<file path="src/rtl/pc_fetch_unit.sv">
// pc_fetch_unit
//   Fetch-stage front end. Owns the architectural fetch PC, issues requests on
//   the instruction bus, and presents fetched instructions to the IF/ID
//   register. A one-entry buffer absorbs a response that arrives while IF/ID is
//   stalled. A redirect that lands while a request is outstanding is parked in
//   pending_pc until the bus completes; the stale response is then dropped.
//
// Ports
//   clk, reset          rising-edge clock, async active-high reset
//   pcplus4             pc + 4, to pcselect
//   pc_selected         next PC chosen by pcselect
//   redirect            branch taken in EX (flushes the fetch stage)
//   stall               IF/ID not ready; if_* hold
//   ireq_valid/addr     instruction request
//   iresp_data_ok/data  instruction response (completes the current request)
//   if_valid/pc/instr   instruction presented to IF/ID
module pc_fetch_unit #(
    parameter logic [63:0] RESET_PC = 64'h8000_0000,
    parameter int          INSN_W   = 32
) (
    input  logic              clk,
    input  logic              reset,
    output logic [63:0]       pcplus4,
    input  logic [63:0]       pc_selected,
    input  logic              redirect,
    input  logic              stall,
    output logic              ireq_valid,
    output logic [63:0]       ireq_addr,
    input  logic              iresp_data_ok,
    input  logic [INSN_W-1:0] iresp_data,
    output logic              if_valid,
    output logic [63:0]       if_pc,
    output logic [INSN_W-1:0] if_instr
);

    typedef enum logic [1:0] {FETCH, HOLD, DRAIN} state_t;

    state_t             state;
    logic [63:0]        pc;
    logic [63:0]        pending_pc;
    logic [63:0]        buf_pc;
    logic [INSN_W-1:0]  buf_instr;
    logic               out_ready;

    assign pcplus4    = pc + 64'd4;
    // In DRAIN the address stays on the old pc so the bus sees a stable request.
    assign ireq_addr  = pc;
    // Combinational in reset so the request drops the instant reset rises.
    assign ireq_valid = !reset && (state != HOLD);
    // The output register can take a new instruction when empty or being accepted.
    assign out_ready  = !if_valid || !stall;

    always_ff @(posedge clk or posedge reset) begin
        if (reset) begin
            state      <= FETCH;
            pc         <= RESET_PC;
            pending_pc <= '0;
            buf_pc     <= '0;
            buf_instr  <= '0;
            if_valid   <= 1'b0;
            if_pc      <= '0;
            if_instr   <= '0;
        end else begin
            case (state)
                FETCH: begin
                    if (redirect) begin
                        if_valid <= 1'b0;
                        if (iresp_data_ok) begin
                            // Response belongs to the wrong path: drop it.
                            pc <= pc_selected;
                        end else begin
                            pending_pc <= pc_selected;
                            state      <= DRAIN;
                        end
                    end else if (iresp_data_ok) begin
                        pc <= pc_selected;
                        if (out_ready) begin
                            if_valid <= 1'b1;
                            if_pc    <= pc;
                            if_instr <= iresp_data;
                        end else begin
                            buf_pc    <= pc;
                            buf_instr <= iresp_data;
                            state     <= HOLD;
                        end
                    end else if (if_valid && !stall) begin
                        if_valid <= 1'b0;
                    end
                end
                HOLD: begin
                    if (redirect) begin
                        // Buffered instruction is wrong-path; restart at the target.
                        if_valid <= 1'b0;
                        pc       <= pc_selected;
                        state    <= FETCH;
                    end else if (!stall) begin
                        if_valid <= 1'b1;
                        if_pc    <= buf_pc;
                        if_instr <= buf_instr;
                        state    <= FETCH;
                    end
                end
                DRAIN: begin
                    if (redirect) begin
                        if_valid <= 1'b0;
                    end
                    if (iresp_data_ok) begin
                        // Youngest redirect wins, including one arriving this cycle.
                        pc    <= redirect ? pc_selected : pending_pc;
                        state <= FETCH;
                    end else if (redirect) begin
                        pending_pc <= pc_selected;
                    end
                end
                default: begin
                    state <= FETCH;
                end
            endcase
        end
    end

endmodule

</file>
<file path="config.mk">
export PLATFORM = sky130hd
export DESIGN_NAME = pc_fetch_unit
export DESIGN_NICKNAME = d
export VERILOG_FILES = /design/src/rtl/pc_fetch_unit.sv
export SDC_FILE = /design/constraint.sdc
export NUM_CORES = 1
export LEC_CHECK = 0
export ABC_AREA = 1
export BUFFER_PORTS_ARGS = -buffer_cell sky130_fd_sc_hd__buf_4
export CAP_MARGIN = 25
export CELL_PAD_IN_SITES_DETAIL_PLACEMENT = 1
export CELL_PAD_IN_SITES_GLOBAL_PLACEMENT = 1
export CORE_ASPECT_RATIO = 0.8
export CORE_UTILIZATION = 35
export CTS_CLUSTER_SIZE = 24
export DETAILED_ROUTE_END_ITERATION = 16
export PLACE_DENSITY_LB_ADDON = 0.25
export RECOVER_POWER = 25
export SKIP_CTS_REPAIR_TIMING = 1
export SLEW_MARGIN = 25
export SYNTH_ARGS = -nofsm -noshare
export SYNTH_HDL_FRONTEND = slang
export SYNTH_SLANG_ARGS = --single-unit
</file>
<file path="constraint.sdc">
create_clock -name clk -period 14.1 [get_ports clk]
set_input_delay 1.41 -clock clk [delete_from_list [all_inputs] [get_ports clk]]
set_output_delay 1.41 -clock clk [all_outputs]
set_load 0.01 [all_outputs]
</file>
Yosys cells after proc, flatten, opt, wreduce, memory -nomap -nowiden
Index checks and enable logic that the tools add are counted.

Reductions and logical operators: 16. Bitwise operators: 2. Add/sub/neg operators: 1. Multiplexer cells: 37. Equal/unequal tests: 20.

Operators with widths (count): $mux W64 (12); $pmux W64 S2 (2); $pmux W64 S3 (1); $mux W32 (5); $add A64 B3 Y64 const B (1); $pmux W32 S2 (1); $ne A2 B2 Y1 const B (11); $mux W2 (7); $ne A3 B3 Y1 const B (4); $reduce_and A4 Y1 (3); $reduce_and A5 Y1 (2); $ne A4 B4 Y1 const B (2); $mux W1 (7); $pmux W2 S3 (1); $reduce_and A6 Y1 (1); $reduce_bool A2 Y1 (2); $logic_not A1 Y1 (3); $pmux W1 S3 (1); $reduce_bool A3 Y1 (1); $eq A2 B1 Y1 const B (1); $eq A2 B2 Y1 const B (1); $logic_and A1 B1 Y1 (2); $logic_not A2 Y1 (1); $ne A2 B1 Y1 const B (1); other kinds (2) (3).

Input port bits: 101. Logic and storage cells: 84. Output and inout bits: 226. Flip-flop bits (word level): 323.

Depth between registers and ports, before layout
Gate-level depths: netlist of the first run.

Depth in word-level cells: 6. Mapped depth: 12.

Worst setup path before layout of the first run
Ideal clock, no wire load.

Path type: input-to-output. Start: in reset. End: out ireq_valid. Stages: 1. Arrival time: 1.567 ns. Buffers on the path: 0. Data required time: 12.690 ns. Path slack: 11.123 ns. Cells stage by stage: nor2_1.

Longest elaborated chain between the ends: 2.

Ends and longest elaborated chain: start: declaration (RTL line 22) `input logic reset,`; $logic_not A1 Y1 (no line); $logic_and A1 B1 Y1 (RTL line 49) `assign ireq_valid = !reset && (state != HOLD);`; end: declaration (RTL line 27) `output logic ireq_valid,`.

Every way passes these cells.

Final worst setup path of the first run
Start: reg state[1]. End: reg if_instr[13].

Longest elaborated chain between the ends: 3. Elaborated cells on any way between the ends: 10.

Ends and longest elaborated chain: start: declaration (RTL line 38) `state_t state;`; start signal: assignment (RTL line 55) `state <= FETCH;`; start signal: assignment (RTL line 73) `state <= DRAIN;`; start signal: assignment (RTL line 84) `state <= HOLD;`; $eq A2 B1 Y1 / $logic_not A2 Y1 (equally long branches) (RTL line 64) `case (state)`; $ne A2 B2 Y1 (no line) / $reduce_bool A2 Y1 (equally long branches); $reduce_and A6 Y1 (no line); end signal: assignment (RTL line 80) `if_instr <= iresp_data;`; end signal: assignment (RTL line 99) `if_instr <= buf_instr;`; end: declaration (RTL line 33) `output logic [INSN_W-1:0] if_instr`.

Parallel ways exist; a longest one is shown, timed or not. A chain may end at the register's enable or synchronous reset.

==> metrics.txt, run 1 <==
Final Power between 4 and 5 mW; CP Cell Sequence inv_1 > ha_1 > clkbuf_1 > a21oi_1 > nand2_1 > a21oi_4 > clkbuf_1 > buf_4 > nand2_1 > o21ai_1; Mapped Nets between 2000 and 2500; Hold Slack 0.485 ns; Final Hold Fails 0; Post-synth EDFFs 0; failing checks capacitance limit, slew limit; CP startpoint kind flip-flop; top post-synthesis cells by area dfrtp_1 (51%), nand2_1 (15%), o21ai_0 (11%); fin crit share 0.489; routability congestion estimate approximately 0.9; Initial Util 0.357; Synth async-reset ratio 1.00; Routed WL ~57 mm; Iter 0 DRT Violations 989; Setup violations, final 0; Final Non-Filler Cells between 3000 and 4000; share of the synthesized area in the top cell type 0.506; total die area between 40000 and 50000 um^2; Avg Cell Area, Syn approximately 7.6 um^2; pwr/cell area 247 nW/um^2; Routed Antenna Nets 0; Nets 2483; slew at the pin closest to its max-slew limit slightly below 6 ns; placed cells 2939; Routed wire per std cell around 19 um; chip height 193 um; layout cells sized above 1 0.161; DR vias/cell between 4 and 5; fin. max-slew vios approximately 440; Post-DP HPWL between 40 and 50 mm; vias in the first global route around 15000; MaxCap Viol Count 5; r2r worst-path depth 10; RSZ-0062 raised after global routing false; CP peak stage delay around 3.6 ns; slowest CP cell clkbuf_1; CTS H-tree depth 2; critical-path maximum fanout approximately 120; HP Class flip-flop to flip-flop; Synth Instances roughly 2100; worst-skew pair later-pin latency 0.54 ns; Post-Syn Area between 15000 and 20000 um^2; clk_skew roughly 0.011 ns; CTS sink cnt 323; GRT Residual Overflow 0; Tmin final slightly below 7 ns; most frequent cell after synthesis nand2_1; Ys Warns 0; CP Capture Type flip-flop; Post-synth top cells nand2_1 (627), o21ai_0 (340), dfrtp_1 (322), inv_1 (275), nor2_1 (188); Worst EP arrival 7.28 ns; CP Class flip-flop to flip-flop; area delta synth->final 24.4%; Num CTS Buffers 38; Pleak a little under 10 nW; largest net degree at the start of global routing between 100 and 150; VDD IR max ~0.0001 V; ANT cells 0; Buf/Inv on CP 4; Top FF cell, synth dfrtp_1; initial antenna violation count 0; Synth Register Bits about 320; post-synthesis sequential area ratio 0.508; post-synth top area cell dfrtp_1; Achievable Freq roughly 150 MHz; hold path cells 2; status finished with violations; CTS tree yes; Total Routing Usage GR 0.245; slew margin rel. -2.91; Clock Tree Root clkbuf_16; First-pass DRT Iterations 5; WP depth 10; via count 14854; die width around 240 um; FP Rows 69; core area roughly 45000 um^2; I/O pins around 330; first-pass GRT wire length between 80 and 90 mm; data required time of the worst path 14.49 ns; R2R Setup Slk 7.21 ns; Crit path max-delay family buffers and inverters; setup TNS 0 ns; Buffers on Ports roughly 330; Worst-path clk slew ~0.06 ns; DRC violations left 0; Fillers around 5500; post-synth cell types 27; Clock Path Buffers 3
stage by stage:
stage          worst slack (ns)  instance area (um^2)  utilization
4_1_cts                    9.73                 19900        0.446
3_3_place_gp              10.36                 18700        0.418
3_5_place_dp              10.33                 18700        0.418
5_1_grt                    6.50                 19800        0.444
6_report                   7.21                 19800        0.444
2_1_floorplan              3.75                 15900            -
registers in the layout, summed over array words and instances (netlist names):
register / flops
buf_pc: 64
if_pc: 64
ireq_addr: 64
pending_pc: 64
buf_instr: 32
if_instr: 32
state: 2
if_valid: 1
worst register-to-register path, stage by stage (launching register included):
cell	delay (ns)
dfrtp_1	0.42
inv_1	0.12
ha_1	0.18
clkbuf_1	3.64
a21oi_1	0.23
nand2_1	0.30
a21oi_4	0.05
clkbuf_1	0.86
buf_4	0.69
nand2_1	0.15
o21ai_1	0.10
layout by cell type (no fill, tap or decap):
cell type   instances
nand2_1           627
o21ai_0           341
dfrtp_1           322
buf_4             310
inv_1             275
nor2_1            188
o21ai_1            91
a21oi_1            66
clkbuf_16          41
clkbuf_1           34
xor2_1             31
nand3_1            20
nand4_1            13
clkbuf_8            7
ha_1                6
clkinv_2            6
clkinvlp_4          5
nor2_2              4
o21ai_2             3
clkinvlp_2          2
buf_6               2
a21oi_4             1
o211a_4             1
nand3_4             1
nand2_2             1
nor2_4              1
and2_1              1
nand3b_1            1
nor3_1              1
bufinv_16           1
clkinv_4            1
dfstp_2             1
per-layer routing:
layer  wire (um)  vias to the layer above  GRT usage
li1            -                     7119          -
met1       26500                     7350      0.349
met2       26000                      305      0.383
met3        2940                       80     0.0382
met4        1400                        0     0.0681
met5           0                        -          0
where the power goes:
part | switching, mW | internal, mW | total, mW
Clock | 0.414 | 0.587 | 1.00
Sequential | 0.331 | 1.37 | 1.71
Combinational | 1.38 | 0.800 | 2.18
Total | 2.13 | 2.76 | 4.89
cells by family (layout without fill, tap and decap cells):
family,after synthesis,after routing,synth area share
AND/OR/NAND/NOR,858,858,0.208
AO/OA/AOI/OAI,503,503,0.159
buffers and inverters,385,684,0.104
flip-flops,323,323,0.508
XOR/XNOR,31,31,0.0170
adder cells (fa/ha/maj),6,6,0.00471
cell type report:
type                       instances  area, um^2  area share
tap                              603         754      0.0381
sequential                       323        8080       0.408
clock buffer                      56        1150      0.0582
multi-input combinational       1398        6220       0.314
timing repair buffer             338        2450       0.124
inverter                         277        1040      0.0526
clock inverter                    13         106     0.00537
worst paths after layout:
check	startpoint	to
max	state[1]	if_instr[13]
min	buf_pc[48]	buf_pc[48]
max reg2reg	state[1]	if_instr[13]
min reg2reg	buf_pc[48]	buf_pc[48]
max in group asynchronous	reset	buf_instr[29]
min in group asynchronous	reset	if_pc[20]
Note: power is estimated with default switching activity, not from simulation.
==> run 2: changes to the inputs <==
==> constraint.sdc (replaced) <==
create_clock -name clk -period 5.6 [get_ports clk]
set_input_delay 0.56 -clock clk [delete_from_list [all_inputs] [get_ports clk]]
set_output_delay 0.56 -clock clk [all_outputs]
set_load 0.01 [all_outputs]
==> run 2 against run 1 <==
Net effect:
- the run still ends with capacitance limit, slew limit left
- cell count barely moved
- sequential share of layout area barely moved
- die area did not move
- power rose to 2.5 times the previous value
- global-route usage fell by 0.17 points
- critical path type is now input port to async pin
- highest routed layer unchanged
==> metrics.txt, run 2 (same netlist as run 1, synthesis figures left out) <==
Routed wire per std cell ~19 um; via count around 15000; CP Capture Type async pin; fin. max-slew vios about 160; most frequent cells in the layout nand2_1 (626), o21ai_0 (340), dfrtp_1 (322); Tmin final 3.48 ns; Iter 0 DRT Violations slightly below 1000; Routed Antenna Nets 0; fin crit share 0.621; Hold Slack approximately 0.11 ns; Clock Tree Root clkbuf_16; routability congestion estimate just over 0.9; Fillers 5546; CTS sink cnt approximately 320; clk_skew approximately 0.018 ns; die width 240 um; layout cells sized above 1 0.155; First-pass DRT Iterations 5; setup ws final about 2.1 ns; post-route core utilization 0.444; Total Routing Usage GR 0.243; DRC violations left 0; Initial Util 0.357; R2R Setup Slk roughly 2.5 ns; HP Class input port to async pin; Nets approximately 2500; worst setup path end if_instr[8]; most common cell after layout, fill and taps aside nand2_1; Worst EP arrival approximately 3.4 ns; DR vias/cell 4.96; setup TNS 0 ns; CTS tree yes; Pleak 9.66 nW; critical-path maximum fanout approximately 120; r2r startpoint state[1]; reg2reg end if_pc[17]; Final Power 12.3 mW; Post-DP HPWL between 40 and 50 mm; I/O pins between 300 and 400; Clock Path Buffers 3; MaxCap Viol Count 2; Final Hold Fails 0; total die area ~46000 um^2; Crit. Startpoint reset; dpl ws 2.52 ns; Achievable Freq 288 MHz; RSZ-0062 raised after global routing false; chip height just under 200 um; VDD IR max ~0.00026 V; initial antenna violation count 1; FP Rows roughly 70; Worst-path clk slew around 0.060 ns; Setup violations, final 0; Num CTS Buffers 38; vias in the first global route approximately 15000; pwr/cell area around 620 nW/um^2; core area roughly 45000 um^2; data required time of the worst path 5.56 ns; CTS H-tree depth 2; CP Class input port to async pin; slew margin rel. -1.03; largest net degree at the start of global routing 117; slew at the pin closest to its max-slew limit 3.04 ns; status finished with violations; first-pass GRT wire length roughly 87 mm; failing checks capacitance limit, slew limit; area delta synth->final 24.5%; Routed WL ~56 mm; r2r worst-path depth 9; CP startpoint kind input port; worst-skew pair later-pin latency between 0.5 and 0.6 ns; Buffers on Ports 326; GRT Residual Overflow 0
## run 2: cell types whose count changed in the layout (fill, tap and decap cells not counted), sizes merged
cell / before / now
clkbuf: 82 / 104
clkinvlp: 7 / 2
inv: 275 / 277
diode: 0 / 1
bufinv: 1 / 3
buf: 312 / 293
clkinv: 7 / 6
## run 2: power by group
part           switching (mW)  internal (mW)
clock network            1.01           1.59
registers               0.865           3.46
logic                    3.42           1.94
## run 2: cell type report
type                    count  area [um^2]  share of cell area
flip-flops and latches    323         8080               0.408
multi-input cells        1398         6240               0.315
repair buffers            341         2390               0.121
diodes                      1         2.50            0.000126
inverters                 277         1040              0.0526
well taps                 603          754              0.0381
clock inverters            11          136             0.00688
clock buffers              56         1170              0.0591
## run 2: worst min path at each step
stage                            start        endpoint  slack [ns]  cells past startpoint
after global routing             reset  pending_pc[19]        0.16                      2
after global placement      buf_pc[51]      buf_pc[51]        0.47                      2
final                            reset  pending_pc[19]        0.11                      2
after detailed placement    buf_pc[54]      buf_pc[54]        0.47                      2
after floorplan           buf_instr[0]    buf_instr[0]        0.45                      2
after CTS                        reset  pending_pc[19]        0.02                      2
## run 2: through the flow
| step | cell area [um^2] | std cells |
|---|---|---|
| floorplan | 15900 | 2106 |
| global placement | 18700 | 2942 |
| detailed placement | 18700 | 2942 |
| CTS | 20000 | 3009 |
| global route | 19800 | 3010 |
| finish | 19800 | 3010 |
## run 2: critical path: stages
cell and delay (ns):
clkbuf_1 0.09, clkinvlp_2 0.45, clkbuf_2 2.18
## run 2: per-layer routing
metal | global-route usage | share of wire | up-vias
met5 | 0 | 0 | -
met4 | 0.0654 | 0.025 | 0
met3 | 0.0433 | 0.053 | 75
met2 | 0.386 | 0.46 | 337
met1 | 0.340 | 0.46 | 7376
li1 | - | - | 7128
